$ cat src/rtl/prog_clock_div.sv
// rtl/prog_clock_div.sv - runtime-programmable clock/strobe divider with glitch-free divisor update
// Optional falling-phase tick output enabled by defining CLKDIV_FALL_TICK_EN.
module prog_clock_div #(
    parameter int CNT_W     = 16,
    parameter int RESET_DIV = 1526
) (
    input  logic             clk_i,
    input  logic             rst_i,
    input  logic             en_i,
    input  logic [CNT_W-1:0] div_i,
    input  logic             div_valid_i,
    output logic             div_ready_o,
    output logic [CNT_W-1:0] div_o,
    output logic             clk_o,
    output logic             tick_o,
    output logic             err_o
`ifdef CLKDIV_FALL_TICK_EN
    ,
    output logic             fall_tick_o
`endif
);

    if ((RESET_DIV < 2) || (RESET_DIV > (2 ** CNT_W) - 1)) begin : g_bad_reset_div
        $error("prog_clock_div: RESET_DIV out of range [2, 2^CNT_W-1]");
    end

    localparam logic [CNT_W-1:0] RST_DIV_V = CNT_W'(RESET_DIV);
    localparam logic [CNT_W-1:0] RST_CNT_V = CNT_W'(RESET_DIV - 1);
    localparam logic [CNT_W-1:0] ONE_V     = CNT_W'(1);
    localparam logic [CNT_W-1:0] TWO_V     = CNT_W'(2);

    logic [CNT_W-1:0] cnt;
    logic [CNT_W-1:0] pend;
    logic             pend_valid;

    logic             wrap;
    logic             apply_wrap;
    logic [CNT_W-1:0] div_n;
    logic [CNT_W-1:0] cnt_n;
    logic [CNT_W-1:0] half_n;
    logic             req_ok;
    logic             accept;
    logic             reject;

    // Ready is simply "nothing pending", so it is a registered flag by construction.
    assign div_ready_o = ~pend_valid;

    always_comb begin
        wrap       = (cnt == (div_o - ONE_V));
        apply_wrap = wrap & pend_valid;
        div_n      = apply_wrap ? pend : div_o;
        cnt_n      = wrap ? '0 : (cnt + ONE_V);
        half_n     = div_n >> 1;
        req_ok     = (div_i >= TWO_V);
        accept     = div_valid_i & ~pend_valid & req_ok;
        reject     = div_valid_i & ~pend_valid & ~req_ok;
    end

    always_ff @(posedge clk_i) begin
        if (rst_i) begin
            cnt         <= RST_CNT_V;
            div_o       <= RST_DIV_V;
            pend        <= '0;
            pend_valid  <= 1'b0;
            clk_o       <= 1'b0;
            tick_o      <= 1'b0;
            err_o       <= 1'b0;
`ifdef CLKDIV_FALL_TICK_EN
            fall_tick_o <= 1'b0;
`endif
        end else begin
            err_o <= reject;
            // Accept needs pend_valid low, so it never collides with an apply below.
            if (accept) begin
                pend       <= div_i;
                pend_valid <= 1'b1;
            end
            if (en_i) begin
                cnt    <= cnt_n;
                div_o  <= div_n;
                clk_o  <= (cnt_n < half_n);
                tick_o <= (cnt_n == '0);
`ifdef CLKDIV_FALL_TICK_EN
                fall_tick_o <= (cnt_n == half_n);
`endif
                if (apply_wrap) begin
                    pend_valid <= 1'b0;
                end
            end else begin
                tick_o <= 1'b0;
`ifdef CLKDIV_FALL_TICK_EN
                fall_tick_o <= 1'b0;
`endif
                // Parking cnt at D-1 makes the next enabled cycle open a fresh period.
                if (pend_valid) begin
                    div_o      <= pend;
                    cnt        <= pend - ONE_V;
                    clk_o      <= 1'b0;
                    pend_valid <= 1'b0;
                end
            end
        end
    end

endmodule

$ cat config.mk
export PLATFORM = sky130hd
export DESIGN_NAME = prog_clock_div
export DESIGN_NICKNAME = d
export VERILOG_FILES = /design/src/rtl/prog_clock_div.sv
export SDC_FILE = /design/constraint.sdc
export NUM_CORES = 1
export LEC_CHECK = 0
export CAP_MARGIN = 40
export CORE_MARGIN = 2
export CORE_UTILIZATION = 40
export DETAILED_ROUTE_END_ITERATION = 8
export GPL_TIMING_DRIVEN = 0
export PLACE_DENSITY = 0.58
export SYNTH_ARGS = -nofsm -noshare
export SYNTH_HDL_FRONTEND = slang
export SYNTH_SLANG_ARGS = --single-unit
$ cat constraint.sdc
create_clock -name clk_i -period 7.4 [get_ports clk_i]
set_input_delay 1.85 -clock clk_i [delete_from_list [all_inputs] [get_ports clk_i]]
set_output_delay 1.85 -clock clk_i [all_outputs]
set_load 0.03 [all_outputs]
-- After elaboration in Yosys (flattened, before gate mapping)
Index checks and enable logic that the tools add are counted.
- input bits: 20
- output and inout port bits: 20
- register bits after elaboration: 52
- word-level logic and storage cells: 38
- order comparisons: 2
- multiplexer cells: 12
- bitwise gates (word level): 7
- equality and inequality tests: 2
- add/subtract/negate cells: 3
- reductions and logical operators: 4
- operator list (operator ; count):
    $mux W16 ; 6
    $sub A16 B1 Y16 const B ; 2
    $add A16 B1 Y16 const B ; 1
    $eq A16 B16 Y1 ; 1
    $ge A16 B2 Y1 const B ; 1
    $logic_not A16 Y1 ; 1
    $lt A16 B15 Y1 ; 1
    $mux W1 ; 6
    $and A1 B1 Y1 ; 4
    $not A1 Y1 ; 3
    $ne A2 B1 Y1 const B ; 1
    $reduce_and A2 Y1 ; 1
    $reduce_bool A2 Y1 ; 1
    $reduce_or A2 Y1 ; 1

-- Longest topological paths before layout
Gate-level depths: netlist of the first run.
- word-level depth: 6
- gate-level depth with buffers: 19
- depth with buffers taken out: 17

-- Least setup slack after synthesis of the first run
OpenSTA, ideal clock, no wires.
- kind: register to register
- from: register div_o[0]
- to: register clk_o
- stages on the path, launching flop included: 20
- arrival: 4.170 ns
- buffers on the path: 2
- library setup time: 0.074 ns
- clock period less this slack: 4.244 ns
- required time: 7.326 ns
- setup slack: 3.156 ns
- cells stage by stage: dfxtp_1 -> inv_1 -> ha_1 -> or4b_1 -> buf_2 -> nor3_1 -> o2111ai_1 -> a2111o_1 -> nor4_1 -> nand2_1 -> buf_2 -> mux2i_1 -> ha_1 -> a21o_1 -> a21oi_1 -> o22ai_1 -> o21ai_0 -> o211ai_1 -> a221o_1 -> a31oi_1
- word-level cells in the longest chain between the ends: 6
- elaborated cells between the ends (all ways): 7
- those cells by class: add/sub: 1; order compare: 1; eq/ne: 1; mux: 3; bitwise: 1
- RTL lines (what ; line ; text):
    start, declared ; 13 ; output logic [CNT_W-1:0] div_o,
    start signal, assigned ; 80 ; div_o <= div_n;
    start signal, assigned ; 96 ; div_o <= pend;
    $sub A16 B1 Y16 * ; 49 ; wrap = (cnt == (div_o - ONE_V));
    $eq A16 B16 Y1 * ; 49 ;
    $and A1 B1 Y1 ; 50 ; apply_wrap = wrap & pend_valid;
    $mux W16 ; 51 ; div_n = apply_wrap ? pend : div_o;
    $lt A16 B15 Y1 * ; 81 ; clk_o <= (cnt_n < half_n);
    $mux W1 * ; 78 ; if (en_i) begin
    end signal, assigned ; 81 ;
    end, declared ; 14 ; output logic clk_o,
Every way passes the cells marked *; elsewhere a longest branch is shown, timed or not. The select of a mux whose other input is x is not followed.
A chain may end at the register's enable or synchronous reset.

-- Worst setup path in the final report of the first run
Ends and elaborated chain as after synthesis.

==> impl_metrics.tcl, run 1 <==
set metrics [dict create \
    path_buf_inv 3 \
    p_leak_nw 1.80 \
    dp_slack_ns 2.43 \
    cp.arrival_ns 5.25 \
    pwr_density_cell_nw_per_um2 173 \
    num_antenna_cells 0 \
    synth.largest_area_cell "dfxtp_1" \
    period_needed_ns 5.00 \
    worstPathMaxFanout 10 \
    synth_cell_types 62 \
    fin_ws_ns 2.40 \
    final_nets 568 \
    cp_slowest_cell "a2111o_1" \
    rr_worst_depth 19 \
    hold_buffers 0 \
    syn-num-nets 522 \
    synth_most_common_cell "nor2_1" \
    ys_seq_area_share_pct 26.1 \
    yosys_warnings 0 \
    cp_cell_sequence "inv_1, ha_1, or4b_1, buf_2, nor3_1, o2111ai_1, a2111o_1, nor4_1, nand2_1, buf_2, mux2i_1, ha_1, a21o_1, a21oi_1, o22ai_1, o21ai_0, o211ai_1, a221o_1, a31oi_1" \
    die_x_um 104 \
    antenna_found_initial 0 \
    clock_latency_ns 0.32 \
    setup_viol 0 \
    tritoncts "yes" \
    synth_seq_cells 52 \
    hold_viol 0 \
    syn_avg_cell_area_sq_um 8.21 \
    clkTransAtPathRegs_ns 0.10 \
    gp_congestion 0.893 \
    cp-start-kind "flip-flop" \
    grt_max_degree 17 \
    synth_area_leaders "dfxtp_1, mux2i_1, nor2_1, xnor2_1, ha_1" \
    core-area_sq_um 9730 \
    ant_nets 0 \
    post_cts_buffers 0 \
    area.sequential_sq_um 1040 \
    slew_violations 0 \
    overflow 0 \
    r2r-end "clk_o" \
    path_class "reg -> reg" \
    ctsResizeCount 0 \
    grt_usage_pct 21.5 \
    drive_gt1_share_pct 6.39 \
    portBuffers 39 \
    maxCapViolations 0 \
    top_level_ports 40 \
    dpl.hpwl_mm 9.16 \
    status "completed" \
    via_count 3670 \
    vias_per_cell 5.52 \
    h-tree-depth 2 \
    syn-instance-count 485 \
    max_freq_ghz 0.200 \
    min_from "pend[13]" \
    multi_input_area_sq_um 2720 \
    cts_sinks 52 \
    holdWs_ns 0.547 \
    drt_iter0_drc 219 \
    cts_buffers 5 \
    drt-total-wl_mm 11.6 \
    holdPathEnd "div_o[13]" \
    fin_crit_sh_pct 67.5 \
    worstReg2RegStart "div_o[0]" \
    ctsRootBufferMaster "clkbuf_8" \
    rows 36 \
    drc 0 \
    grt_pass1_wl_mm 18.6 \
    yosysTopAreaCellShare_pct 26.1 \
    clock_skew_ns 0.00399 \
    tightest_slew_ns 0.690 \
    synthFlopType "dfxtp_1" \
    async_reset_ff_share_pct 0 \
    die-area_sq_um 10800 \
    rsz0062_at_grt "false" \
    cts_max_path_buffers 2 \
    r2r_slack_ns 2.40 \
    synth_commonest_cells "nor2_1, dfxtp_1, mux2i_1" \
    cp_top_family "compound AO/OA/AOI/OAI gates" \
    cp.required_ns 7.65 \
    grt_pass1_vias 3549 \
    wire_per_inst_um 17.5 \
    die_y_um 104 \
    irDropWorstVdd_mv 0.0717 \
    cp-end-kind "flip-flop" \
    drt-pass1-iter-count 4 \
    min_path_type "reg -> reg" \
    slowest_delay_ns 0.46 \
    synth_area_sq_um 3980 \
    synth_enable_flop_cells 0 \
    fill_cells 992 \
    fin_setup_tns_ns 0 \
    max-slew-margin-rel_pct 54.0 \
    start_util_pct 40.9 \
    area_growth_pct 17.0 \
    whs_path_depth 2 \
]
## state kept, by name (all words and copies together), names as in the netlist
name        count
cnt            16
div_o          16
pend           16
clk_o           1
err_o           1
pend_valid      1
tick_o          1
## worst max path at each step
stage | from | endpoint | slack [ns] | cells past startpoint
2_1_floorplan | div_o[0] | clk_o | 3.16 | 19
3_3_place_gp | div_o[0] | clk_o | 2.46 | 19
3_5_place_dp | div_o[0] | clk_o | 2.43 | 19
4_1_cts | div_o[0] | clk_o | 2.41 | 19
5_1_grt | div_o[0] | clk_o | 2.13 | 19
6_report | div_o[0] | clk_o | 2.40 | 19
## metrics by stage
step	cell area (sq um)	total power, mW	std cells	util, %
6_report	4660	0.808	665	47.9
5_1_grt	4660	0.854	665	47.9
4_1_cts	4660	0.809	665	47.9
3_5_place_dp	4540	0.598	657	46.7
3_3_place_gp	4540	0.594	657	46.7
2_1_floorplan	3980	0.517	485	-
## logic make-up (layout without fill, tap and decap cells)
logic type      Yosys count  in the layout  share of synthesized area, %
simple gates            193            193                          25.0
compound gates           78             78                          15.3
flops                    52             52                          26.1
xor+xnor                 50             50                          11.0
buf+inv                  49             96                          5.69
mux                      46             46                          11.6
fa+ha+maj                17             17                          5.34
## cell usage in the layout (no fill, tap or decap), types with 6 or more instances in the layout
cell type	instances
nor2_1	77
dfxtp_1	52
mux2i_1	46
clkdlybuf4s50_1	39
clkbuf_1	29
xnor2_1	29
xor2_1	21
nor3_1	20
a211oi_1	18
ha_1	17
nand2b_1	16
nand2_1	14
nand3_1	12
nor4_1	10
a31oi_1	9
inv_1	8
nand4_1	6
and2_1	6
o21ba_2	6
a211o_1	6
clkbuf_8	6
## report_power, final
part | leakage [nW] | total, mW | internal [mW] | switching [mW]
Sequential | 0.427 | 0.321 | 0.298 | 0.0227
Combinational | 1.31 | 0.273 | 0.117 | 0.156
Clock | 0.0614 | 0.214 | 0.111 | 0.103
## worst reg2reg max path, cell delays in order, from the launching register on
cell and delay (ns):
dfxtp_1 0.38, inv_1 0.12, ha_1 0.23, or4b_1 0.43, buf_2 0.19, nor3_1 0.18, o2111ai_1 0.17, a2111o_1 0.46
nor4_1 0.36, nand2_1 0.29, buf_2 0.31, mux2i_1 0.16, ha_1 0.33, a21o_1 0.16, a21oi_1 0.17, o22ai_1 0.09
o21ai_0 0.24, o211ai_1 0.17, a221o_1 0.37, a31oi_1 0.13
## layout make-up
| class | count | share of cell area [%] |
|---|---|---|
| Clock buffer | 6 | 1.77 |
| Clock inverter | 2 | 0.832 |
| Sequential cell | 52 | 22.3 |
| Inverter | 9 | 0.725 |
| Tap cell | 133 | 3.57 |
| Buffer | 40 | 4.13 |
| Timing Repair Buffer | 39 | 8.38 |
| Multi-Input combinational cell | 384 | 58.3 |
## per-layer routing
layer / vias up / global-route usage [%] / wire (um)
met5: - / 0 / 0
met4: 0 / 5.31 / 149
met3: 11 / 3.15 / 607
met2: 101 / 36.8 / 5370
met1: 1723 / 28.5 / 5480
li1: 1835 / - / -
Power figures use the tool's default switching activity.
==> run 2, diff against run 1 <==
--- a/config.mk
+++ b/config.mk
@@ -10,7 +10,7 @@
 export CORE_UTILIZATION = 40
 export DETAILED_ROUTE_END_ITERATION = 8
 export GPL_TIMING_DRIVEN = 0
-export PLACE_DENSITY = 0.58
+export PLACE_DENSITY = 0.61
 export SYNTH_ARGS = -nofsm -noshare
 export SYNTH_HDL_FRONTEND = slang
 export SYNTH_SLANG_ARGS = --single-unit
==> constraint.sdc (replaced) <==
create_clock -name clk_i -period 4.2 [get_ports clk_i]
set_input_delay 1.05 -clock clk_i [delete_from_list [all_inputs] [get_ports clk_i]]
set_output_delay 1.05 -clock clk_i [all_outputs]
set_load 0.03 [all_outputs]
==> run 2 against run 1 <==
The run now ends with setup timing left. Count of clock-buffer cells in the layout increased by 1. Clock power increased by 43%. Clock skew increased by 0.0039 ns. Power increased by 78%. Sequential cell count unchanged. Via count increased by 5.4%. Utilization increased by 4.5 points. Setup slack got worse by 2.5 ns. Combinational power increased by 100%. Design area increased by 9.3%. Die area unchanged. Sequential share of layout area decreased by 1.3 points. Largest power group unchanged. Highest routed layer unchanged.
==> impl_metrics.tcl, run 2 (synthesized netlist as in run 1, its figures left out) <==
set metrics [dict create \
    status "finished, violations left" \
    violations "setup timing" \
    grt_usage_pct 22.3 \
    drt-total-wl_mm 12.3 \
    period_needed_ns 4.25 \
    grt_pass1_wl_mm 19.2 \
    cp.required_ns 4.44 \
    die-area_sq_um 10800 \
    area_growth_pct 27.9 \
    core-area_sq_um 9730 \
    placed_cell_area_sq_um 4540 \
    clock_latency_ns 0.31 \
    r2r_slack_ns -0.05 \
    whs_path_depth 2 \
    hold_viol 0 \
    cp_slowest_cell "or4_4" \
    top_level_ports 40 \
    dp_cells 657 \
    clock_skew_ns 0.00785 \
    tritoncts "yes" \
    path_class "reg -> reg" \
    cp-start-kind "flip-flop" \
    slowest_delay_ns 0.53 \
    num_antenna_cells 0 \
    overflow 0 \
    drive_gt1_share_pct 16.8 \
    min_from "pend[13]" \
    via_count 3870 \
    dpl.hpwl_mm 9.24 \
    final_nets 591 \
    fin_util_pct 52.4 \
    r2r-end "clk_o" \
    fin_crit_sh_pct 101 \
    grt_max_degree 16 \
    tightest_slew_ns 0.730 \
    cp_cell_sequence "or4_4, or4_4, a2111o_1, nor4_4, nand2_2, buf_12, buf_6, mux2i_4, ha_4, a21o_1, a21oi_2, o22ai_2, o21ai_2, o211ai_1, a221o_1, a31oi_1" \
    cp_common_cell "or4_4" \
    irDropWorstVdd_mv 0.159 \
    cts_max_path_buffers 2 \
    fin_cells 688 \
    start_util_pct 40.9 \
    ctsRootBufferMaster "clkbuf_8" \
    worstReg2RegStart "div_o[10]" \
    gp_congestion 0.927 \
    mostFrequentLayoutCell "nor2_1" \
    cp-end-kind "flip-flop" \
    holdPathEnd "div_o[13]" \
    clkTransAtPathRegs_ns 0.10 \
    rsz0062_at_grt "true" \
    vias_per_cell 5.63 \
    finalPower_mw 1.43 \
    rows 36 \
    setup_viol 1 \
    min_path_type "reg -> reg" \
    max_freq_ghz 0.235 \
    wire_per_inst_um 17.9 \
    reg_top3 "cnt x16, div_o x16, pend x16" \
    h-tree-depth 2 \
    max-slew-margin-rel_pct 51.3 \
    portBuffers 39 \
    rr_worst_depth 16 \
    worstPathMaxFanout 7 \
    grt_pass1_vias 3588 \
    drt-pass1-iter-count 5 \
    cts_sinks 52 \
    slew_violations 0 \
    cts_buffers 5 \
    cp.arrival_ns 4.50 \
    maxCapViolations 0 \
    fin_setup_tns_ns -0.0523 \
    pwr_density_cell_nw_per_um2 282 \
    die_x_um 104 \
    fin_ws_ns -0.0523 \
    die_y_um 104 \
    antenna_found_initial 0 \
    drc 0 \
    p_leak_nw 1.97 \
    ant_nets 0 \
    layout_common_cells "nor2_1, mux2i_1, dfxtp_1" \
    fin_area_sq_um 5090 \
    hold_buffers 0 \
    drt_iter0_drc 206 \
]
run 2: critical path, delay by kind of cell, from the launching register on:
family	cells	cell delay (ns)
multiplexers	1	0.18
flip-flops	1	0.37
AO/OA/AOI/OAI	8	1.62
buffers and inverters	2	0.30
AND/OR/NAND/NOR	4	1.53
adder cells (fa/ha/maj)	1	0.17
run 2: final cells by class:
| type | count | area [sq um] |
|---|---|---|
| tap | 133 | 166 |
| clock buffer | 7 | 86.3 |
| buffer | 36 | 201 |
| clock inverter | 1 | 7.51 |
| sequential | 52 | 1070 |
| inverter | 9 | 36.3 |
| multi-input combinational | 384 | 2920 |
| fill | 962 | 4630 |
| timing repair buffer | 66 | 609 |
run 2: power by group:
group          internal [mW]  switching, mW
clock network          0.134          0.173
logic                  0.251          0.307
registers              0.525         0.0449
total                  0.910          0.525
run 2: per-stage QoR:
step / worst slack, ns / hold WS [ns]
floorplan: 0.00467 / 0.487
global placement: -0.683 / 0.531
global route: -0.184 / 0.568
finish: -0.0523 / 0.548
CTS: -0.0399 / 0.550
detailed placement: -0.695 / 0.533
run 2: worst max-delay path by stage:
stage	slack, ns	start	cells after the start	end
6_report	-0.05	div_o[10]	16	clk_o
5_1_grt	-0.18	div_o[5]	18	clk_o
4_1_cts	-0.04	div_o[1]	19	clk_o
3_5_place_dp	-0.69	div_o[1]	19	clk_o
3_3_place_gp	-0.68	div_o[1]	19	clk_o
2_1_floorplan	0.005	div_o[5]	17	clk_o
run 2: layer usage:
metal	vias up	wire [um]	share of wire, %	global-route usage (%)
met3	16	711	5.8	2.01
met4	0	179	1.5	4.73
li1	1877	-	-	-
met1	1849	5680	46	31.0
met2	128	5720	47	37.8
met5	-	0	0	0
run 2: timing repair:
| action | 4_1_cts | 5_1_grt |
|---|---|---|
| resized for setup | 43 | 28 |
| endpoints found under the setup margin | 1 | 1 |
| pin swaps | 14 | 18 |
| hold endpoints to repair | 0 | 0 |
| buffers inserted | 15 | 12 |
